$ cat src/rtl/vector_pkg.sv
// vector_pkg: shared widths and the vector type used by the vector
// serializer and the vector buffer on the receive side.
package vector_pkg;

    localparam int VECTOR_W  = 8;
    localparam int BIT_IDX_W = 3;

    typedef logic [VECTOR_W-1:0] vector_t;

endpackage : vector_pkg

$ cat src/rtl/vector_ring.sv
// vector_ring: ring buffer of whole vectors with producer/consumer pointers
// and an occupancy count. Slots are freed only when the consumer pops.
module vector_ring
    import vector_pkg::*;
#(
    parameter int DEPTH = 16
) (
    input  logic    clk,
    input  logic    rst,
    input  logic    wr_en,
    input  vector_t wr_data,
    input  logic    rd_pop,
    output vector_t rd_data,
    output logic    full,
    output logic    empty
);

    localparam int PW = $clog2(DEPTH);
    localparam int CW = PW + 1;
    localparam logic [CW-1:0] FULL_COUNT = CW'(DEPTH);

    vector_t         mem [DEPTH];
    logic [PW-1:0]   prod;
    logic [PW-1:0]   cons;
    logic [CW-1:0]   count;
    logic            do_wr;
    logic            do_rd;

    assign full    = (count == FULL_COUNT);
    assign empty   = (count == '0);
    assign rd_data = mem[cons];
    assign do_wr   = wr_en && !full;
    assign do_rd   = rd_pop && !empty;

    // Storage write; contents are deliberately left untouched by reset.
    always_ff @(posedge clk) begin
        if (do_wr) begin
            mem[prod] <= wr_data;
        end
    end

    // Pointer and occupancy bookkeeping; simultaneous push and pop keep count.
    always_ff @(posedge clk) begin
        if (rst) begin
            prod  <= '0;
            cons  <= '0;
            count <= '0;
        end else begin
            if (do_wr) begin
                prod <= prod + PW'(1);
            end
            if (do_rd) begin
                cons <= cons + PW'(1);
            end
            case ({do_wr, do_rd})
                2'b10:   count <= count + CW'(1);
                2'b01:   count <= count - CW'(1);
                default: count <= count;
            endcase
        end
    end

endmodule : vector_ring

$ cat src/rtl/vector_serializer.sv
// vector_serializer: accepts 8-bit vectors over valid/ready, stores them in a
// ring and serves them one registered bit per request.
// Build option: define VECTOR_SERIALIZER_LSB_FIRST_EN to serve bits LSB-first
// instead of the default MSB-first order.
module vector_serializer
    import vector_pkg::*;
#(
    parameter int nb_vectors = 16
) (
    input  logic                clk,
    input  logic                rst,
    input  logic [VECTOR_W-1:0] vector,
    input  logic                vector_valid,
    output logic                vector_ready,
    input  logic                bit_req,
    output logic                output_bit,
    output logic                bit_valid,
    output logic                empty,
    output logic                full
);

    localparam logic [BIT_IDX_W-1:0] LAST_IDX = BIT_IDX_W'(VECTOR_W - 1);

    vector_t              rd_data;
    logic [BIT_IDX_W-1:0] idx;
    logic                 ring_full;
    logic                 ring_empty;
    logic                 wr_en;
    logic                 serve;
    logic                 pop;
    logic                 sel_bit;

    assign full         = ring_full;
    assign empty        = ring_empty;
    assign vector_ready = !ring_full;
    assign wr_en        = vector_valid && !ring_full;
    assign serve        = bit_req && !ring_empty;
    assign pop          = serve && (idx == LAST_IDX);

    vector_ring #(
        .DEPTH (nb_vectors)
    ) u_ring (
        .clk     (clk),
        .rst     (rst),
        .wr_en   (wr_en),
        .wr_data (vector),
        .rd_pop  (pop),
        .rd_data (rd_data),
        .full    (ring_full),
        .empty   (ring_empty)
    );

    // Pick the bit of the oldest vector that the current index points at.
    always_comb begin
        sel_bit = 1'b0;
`ifdef VECTOR_SERIALIZER_LSB_FIRST_EN
        sel_bit = rd_data[idx];
`else
        sel_bit = rd_data[LAST_IDX - idx];
`endif
    end

    // Registered output stage and bit index; requests on an empty ring are dropped.
    always_ff @(posedge clk) begin
        if (rst) begin
            idx        <= '0;
            output_bit <= 1'b0;
            bit_valid  <= 1'b0;
        end else begin
            output_bit <= 1'b0;
            bit_valid  <= 1'b0;
            if (serve) begin
                output_bit <= sel_bit;
                bit_valid  <= 1'b1;
                idx        <= idx + BIT_IDX_W'(1);
            end
        end
    end

endmodule : vector_serializer
$ cat config.mk
export PLATFORM = sky130hd
export DESIGN_NAME = vector_serializer
export DESIGN_NICKNAME = d
export VERILOG_FILES = /design/src/rtl/vector_pkg.sv /design/src/rtl/vector_ring.sv /design/src/rtl/vector_serializer.sv
export SDC_FILE = /design/constraint.sdc
export NUM_CORES = 1
export LEC_CHECK = 0
export ABC_AREA = 1
export CORE_MARGIN = 2
export CORE_UTILIZATION = 33
export CTS_CLUSTER_SIZE = 30
export DETAILED_ROUTE_END_ITERATION = 7
export MAX_ROUTING_LAYER = met4
export PLACE_DENSITY_LB_ADDON = 0.25
export SETUP_SLACK_MARGIN = 0.5
export SKIP_CTS_REPAIR_TIMING = 1
export SYNTH_ARGS = -nofsm -noshare
export SYNTH_HDL_FRONTEND = slang
export SYNTH_SLANG_ARGS = --single-unit
$ cat constraint.sdc
create_clock -name clk -period 5.95 [get_ports clk]
set_clock_uncertainty 0.05 [all_clocks]
set_input_delay 1.785 -clock clk [delete_from_list [all_inputs] [get_ports clk]]
set_output_delay 1.785 -clock clk [all_outputs]
set_load 0.01 [all_outputs]
# Yosys cells after proc, flatten, opt, wreduce, memory -nomap -nowiden
# Memory sizes are Yosys's and may differ from the RTL's. A register that Yosys moved wholly into a read port is not among the register bits.
# Cells that the tools add are included.
[classes] n_addsub=6 n_lt_le_gt_ge=1 n_eq_ne=4 n_mux=8 bitwise_logic=1 reduce_logical=10
[op_table] op="5-bit case mux with 2 select lines" count=1
[op_table] op="4-bit by 1-bit adder with 4-bit output (second input constant)" count=2
[op_table] op="4-bit two-way mux" count=2
[op_table] op="5-bit by 1-bit adder with 5-bit output (second input constant)" count=1
[op_table] op="5-bit equality test (second input constant)" count=1
[op_table] op="1-bit logical AND" count=5
[op_table] op="5-bit zero test" count=1
[op_table] op="5-bit by 1-bit subtractor with 5-bit output (second input constant)" count=1
[op_table] op="3-bit by 4-bit less-than comparator with 1-bit output (second input constant)" count=1
[op_table] op="1-bit two-way mux" count=4
[op_table] op="3-bit by 1-bit adder with 3-bit output (second input constant)" count=1
[op_table] op="1-bit binary-select mux with 3-bit select" count=1
[op_table] op="3-bit equality test (second input constant)" count=1
[op_table] op="3-bit subtractor (first input constant)" count=1
[op_table] op="2-bit by 1-bit equality test with 1-bit output (second input constant)" count=1
[op_table] op="2-bit equality test (second input constant)" count=1
[op_table] op="1-bit zero test" count=2
[op_table] op="2-bit nonzero test" count=1
[op_table] op="2-bit OR reduction" count=1
[op_table] op="1-bit inverter" count=1
[totals] reg_bits=18 ramBits=128 input_bits=12 out_inout_bits=5 word_cells=37 n_memories=1
[mem_list] name="u_ring.mem" words=16 width=8 read_ports=1 rd_ports_with_merged_regs=1 write_ports=1 line="vector_ring.sv:22" source="vector_t mem [DEPTH];"

# Depth between registers and ports, before layout
[depth] depth_word=7 mapped_depth=15 mapped_depth_nobuf=15

# By module
# From an unflattened synthesis, not the netlist that was laid out.
[unflattened] hier_cells=529 hier_area_um2=6423.7
[modules_own_cells] mod="vector_ring" instances=1 cells_per_inst=478 area_each_um2=6099.6 seq_area_each_um2=4184.0
[modules_own_cells] mod="vector_serializer" instances=1 cells_per_inst=51 area_each_um2=324.1 seq_area_each_um2=100.1

# Worst setup path after synthesis
# Ideal clock, no wire load.
[synth_timing] kind="input -> register" startpoint="input port bit_req" endpoint="register u_ring.count[4]" setup_time_ns=0.066 t_arrival_ns=3.045 required_ns=5.834 path_slack_ns=2.789 path_stages=13 path_buffers=0 path_cell_list="nand2_4 nor2_4 ha_1 xor2_1 ha_1 inv_1 nand2_1 nand2_1 nand2_1 nand2_1 nand2_1 nand2_1 a21oi_2"
[synth_via] elab_chain_cells=5 word_cells_on_any_way=7 classes_between="2 x eq/ne; 1 x mux; 4 x reduce/logical"
[synth_lines] item="start, declared" line="vector_serializer.sv:15" source="input logic bit_req,"
[synth_lines] item="1-bit logical AND *" line="vector_serializer.sv:37" source="assign serve = bit_req && !ring_empty;"
[synth_lines] item="1-bit logical AND *" line="vector_serializer.sv:38" source="assign pop = serve && (idx == LAST_IDX);"
[synth_lines] item="1-bit logical AND *" line="vector_ring.sv:33" source="assign do_rd = rd_pop && !empty;"
[synth_lines] item="named net u_ring.do_rd" line="vector_ring.sv:27" source="logic do_rd;"
[synth_lines] item="2-bit by 1-bit equality test with 1-bit output / 2-bit equality test (equally long branches)" line="vector_ring.sv:55" source="case ({do_wr, do_rd})"
[synth_lines] item="5-bit case mux with 2 select lines / 2-bit nonzero test (equally long branches)"
[synth_lines] item="end signal, assigned" line="vector_ring.sv:56" source="2'b10: count <= count + CW'(1);"
[synth_lines] item="end signal, assigned" line="vector_ring.sv:57" source="2'b01: count <= count - CW'(1);"
[synth_lines] item="end signal, assigned" line="vector_ring.sv:58" source="default: count <= count;"
[synth_lines] item="end, declared" line="vector_ring.sv:25" source="logic [CW-1:0] count;"
# Mark *: on every way through the listed nets, which the timed path passes. The rest lies on a longest branch.
# A chain may end at the register's enable or synchronous reset.

# Final worst setup path
[layout_timing] startpoint="register u_ring.count[2]" endpoint="output port empty"
[layout_via] elab_chain_cells=1
[layout_lines] item="5-bit zero test" line="vector_ring.sv:30" source="assign empty = (count == '0);"
[layout_lines] item="end, declared" line="vector_serializer.sv:18" source="output logic empty,"
# Every way passes these cells.

==> results.yml <==
timing:
  setup_tns_ns: 0
  rsz0062_at_grt: "false"
  max_clock_freq_mhz: 279.6
  setup_ws_ns: 2.374
  hold_viol: 0
  max-slew-margin-rel_pct: 27.69
  whs_ns: 0.4492
  period_share_pct: 60.10
  tightest_slew_ns: 1.083
  slew_viol_final: 0
  period_needed_ns: 3.576
  setup_viol: 0
drt:
  viasPerCell: 4.996
  wl_met1_um: 6695
  drtAntennaViolNets: 0
  top_layer: "met4"
  routed-via-count: 4137
  dr_wl_met2_um: 6731
  dr.pass1.iters: 4
  wl_met3_um: 490
  drcViolationCount: 0
  drt_iter0_drc: 380
  wl_per_cell_um: 17.24
  wirelength_um: 14270
setup_path:
  cp_max_fo: 5
  cp.depth: 4
  r2r_end: "output_bit"
  critPathSlowestCell: "clkdlybuf4s50_1"
  crit_end: "empty"
  path_buf_inv: 2
  cp_top_family: "buffers and inverters"
  cp.required_ns: 4.12
  slowest_delay_ns: 0.53
  cp-end-kind: "primary output"
  rrSetupSlack_ns: 3.16
  arrival_ns: 1.74
  crit_type: "reg -> out"
  r2r.worst_path.cells: 12
  cp-start-kind: "flip-flop"
  crit_chain: "nor2_1, nand3_2, inv_1, clkdlybuf4s50_1"
  startpoint: "u_ring.count[2]"
placement:
  portBuffers: 16
  gp_congestion: 0.7921
  place_hpwl_um: 8943
  place_ws_ns: 2.037
die:
  ios: 17
  rows: 50
  core_mm2: 0.01864
  chipWidth_um: 141.8
  die_area_mm2: 0.02011
  die_h_um: 141.8
  initial_core_util_pct: 33.62
layout:
  n_fill_cell: 1800
  ff_latch_area_mm2: 0.004285
  multi_input_comb_area_mm2: 0.001723
  final_nets: 603
  drive_above_1_share_pct: 6.902
  area_growth_pct: 14.95
  diodes: 0
yosys:
  seq_area_frac_synth_pct: 68.36
  synth_top_cell_by_area: "edfxtp_1"
  syn_area_per_cell_um2: 11.03
  syn_inst: 568
  synth_area_leaders: "edfxtp_1 61%, nand3_1 9.2%, nand2_1 8.6%"
  synth_warnings: 0
  ys_ff_latch: 150
  yosysUniqueCellTypes: 28
  synth_top_area_share_pct: 61.33
  synthesis.nets: 590
  netlist_area_mm2: 0.006267
clock_tree:
  cts_tree: "yes"
  htreeDepth: 4
  path_clk_slew_ns: 0.06
  clkLatencyLatePin_ns: 0.42
  cts_buffer_depth: 2
  cts_buffers: 17
  cts.sinks: 150
  clockRootBuffer: "clkbuf_16"
grt:
  grt_pass1_wl_um: 22220
  antenna_found_initial: 0
  grt_use_total_pct: 15.33
  grt_overflow: 0
  grt_max_degree: 68
  grt_pass1_vias: 4015
flow_run:
  drv_cap: 0
power:
  p_per_area_mw_per_mm2: 322.9
  vdd_drop_max_uv: 205.8
  power_mw: 2.326
  leakagePower_nw: 2.599
hold_path:
  min_from: "u_ring.cons[0]"
  hp-class: "reg -> reg"
run_status:
  status: "completed"
[worst reg2reg max path, stage by stage, from the launching register on]
cell and delay (ns):
dfxtp_2 0.31, buf_4 0.55, inv_2 0.68, nand2_1 0.20, nand3_1 0.13, nand3_1 0.14, nand3_1 0.18, nand3_1 0.14
nand2_1 0.06, nand2_1 0.05, nand2_1 0.04, nor2_1 0.09, nor2_1 0.06
[layout by cell type (no fill, tap or decap)]
cell type | synthesis | final
clkbuf_16 | 0 | 20
clkinv_2 | 0 | 3
and3_1 | 1 | 1
clkbuf_1 | 2 | 2
clkdlybuf4s50_1 | 0 | 16
a21oi_2 | 1 | 1
nand3_1 | 115 | 115
inv_2 | 1 | 1
edfxtp_1 | 128 | 128
xnor2_1 | 1 | 1
nor2_4 | 1 | 1
nand2_4 | 1 | 1
o22ai_1 | 3 | 3
inv_4 | 0 | 2
o21ai_0 | 16 | 16
o211ai_1 | 1 | 1
o21ai_1 | 4 | 4
dfxtp_1 | 22 | 21
buf_4 | 2 | 3
nand2_1 | 143 | 143
a21oi_1 | 17 | 17
dfxtp_2 | 0 | 1
nand3_2 | 2 | 2
clkbuf_8 | 0 | 5
nand4_1 | 4 | 4
xor2_1 | 4 | 4
ha_1 | 10 | 10
nand2_2 | 1 | 1
nor2_1 | 35 | 35
nor3_1 | 2 | 2
inv_1 | 30 | 30
[sequential cells by signal (all words and copies together) (netlist names), named ones only]
name and count:
u_ring.count 5, output_bit 1, u_ring.mem 128, bit_valid 1, u_ring.prod 4, u_ring.cons 4, idx 3
[synth_stat cells (all sizes together)]
| cell type | instances |
|---|---|
| nand2 | 145 |
| xnor2 | 1 |
| dfxtp | 22 |
| nor3 | 2 |
| nand3 | 117 |
| ha | 10 |
| clkbuf | 2 |
| nand4 | 4 |
| xor2 | 4 |
| nor2 | 36 |
| o21ai | 20 |
| buf | 23 |
| inv | 31 |
| o211ai | 1 |
| and3 | 1 |
| o22ai | 3 |
| a21oi | 18 |
| edfxtp | 128 |
[logic make-up (layout without fill, tap and decap cells)]
kind of cell,count (synthesis),in the layout,share of synthesized area [%]
compound gates,42,42,3.514
simple gates,305,305,21.28
xor+xnor,5,5,0.6987
fa+ha+maj,10,10,1.996
buf+inv,56,82,4.153
flops,150,150,68.36
[worst min-delay path by stage]
stage	to	slack (ns)	cells past startpoint
6_report	flip-flop	0.45	2
5_1_grt	u_ring.cons[2]	0.46	1
4_1_cts	flip-flop	0.45	2
3_5_place_dp	flip-flop	0.43	1
3_3_place_gp	u_ring.cons[2]	0.42	1
2_1_floorplan	flip-flop	0.40	1
[per-stage QoR]
step                      cells  utilization [%]  instance area, um^2
after detailed placement    796            35.40                 6600
final                       828            38.64                 7204
after global routing        828            38.64                 7204
after CTS                   828            38.64                 7204
after global placement      796            35.40                 6600
after floorplan             568                -                 6267
[cell type report]
cell class | count | area share [%]
flip-flops and latches | 150 | 59.48
multi-input cells | 362 | 23.91
clock buffers | 27 | 8.006
well taps | 234 | 4.064
repair buffers | 19 | 2.536
inverters | 31 | 1.615
clock inverters | 5 | 0.3821
[layer usage]
metal | vias up | GRT usage, %
li1 | 2003 | -
met1 | 2020 | 19.76
met2 | 92 | 23.58
met3 | 22 | 3.105
met4 | 0 | 6.737
met5 | - | -
[report_power, final]
group          internal (mW)  switching [mW]  total (mW)
Sequential              1.16         0.00982        1.17
Combinational         0.0295          0.0639      0.0934
Clock                  0.663           0.401        1.06
Total                   1.85           0.475        2.33
(Power assumes the default switching activity.)
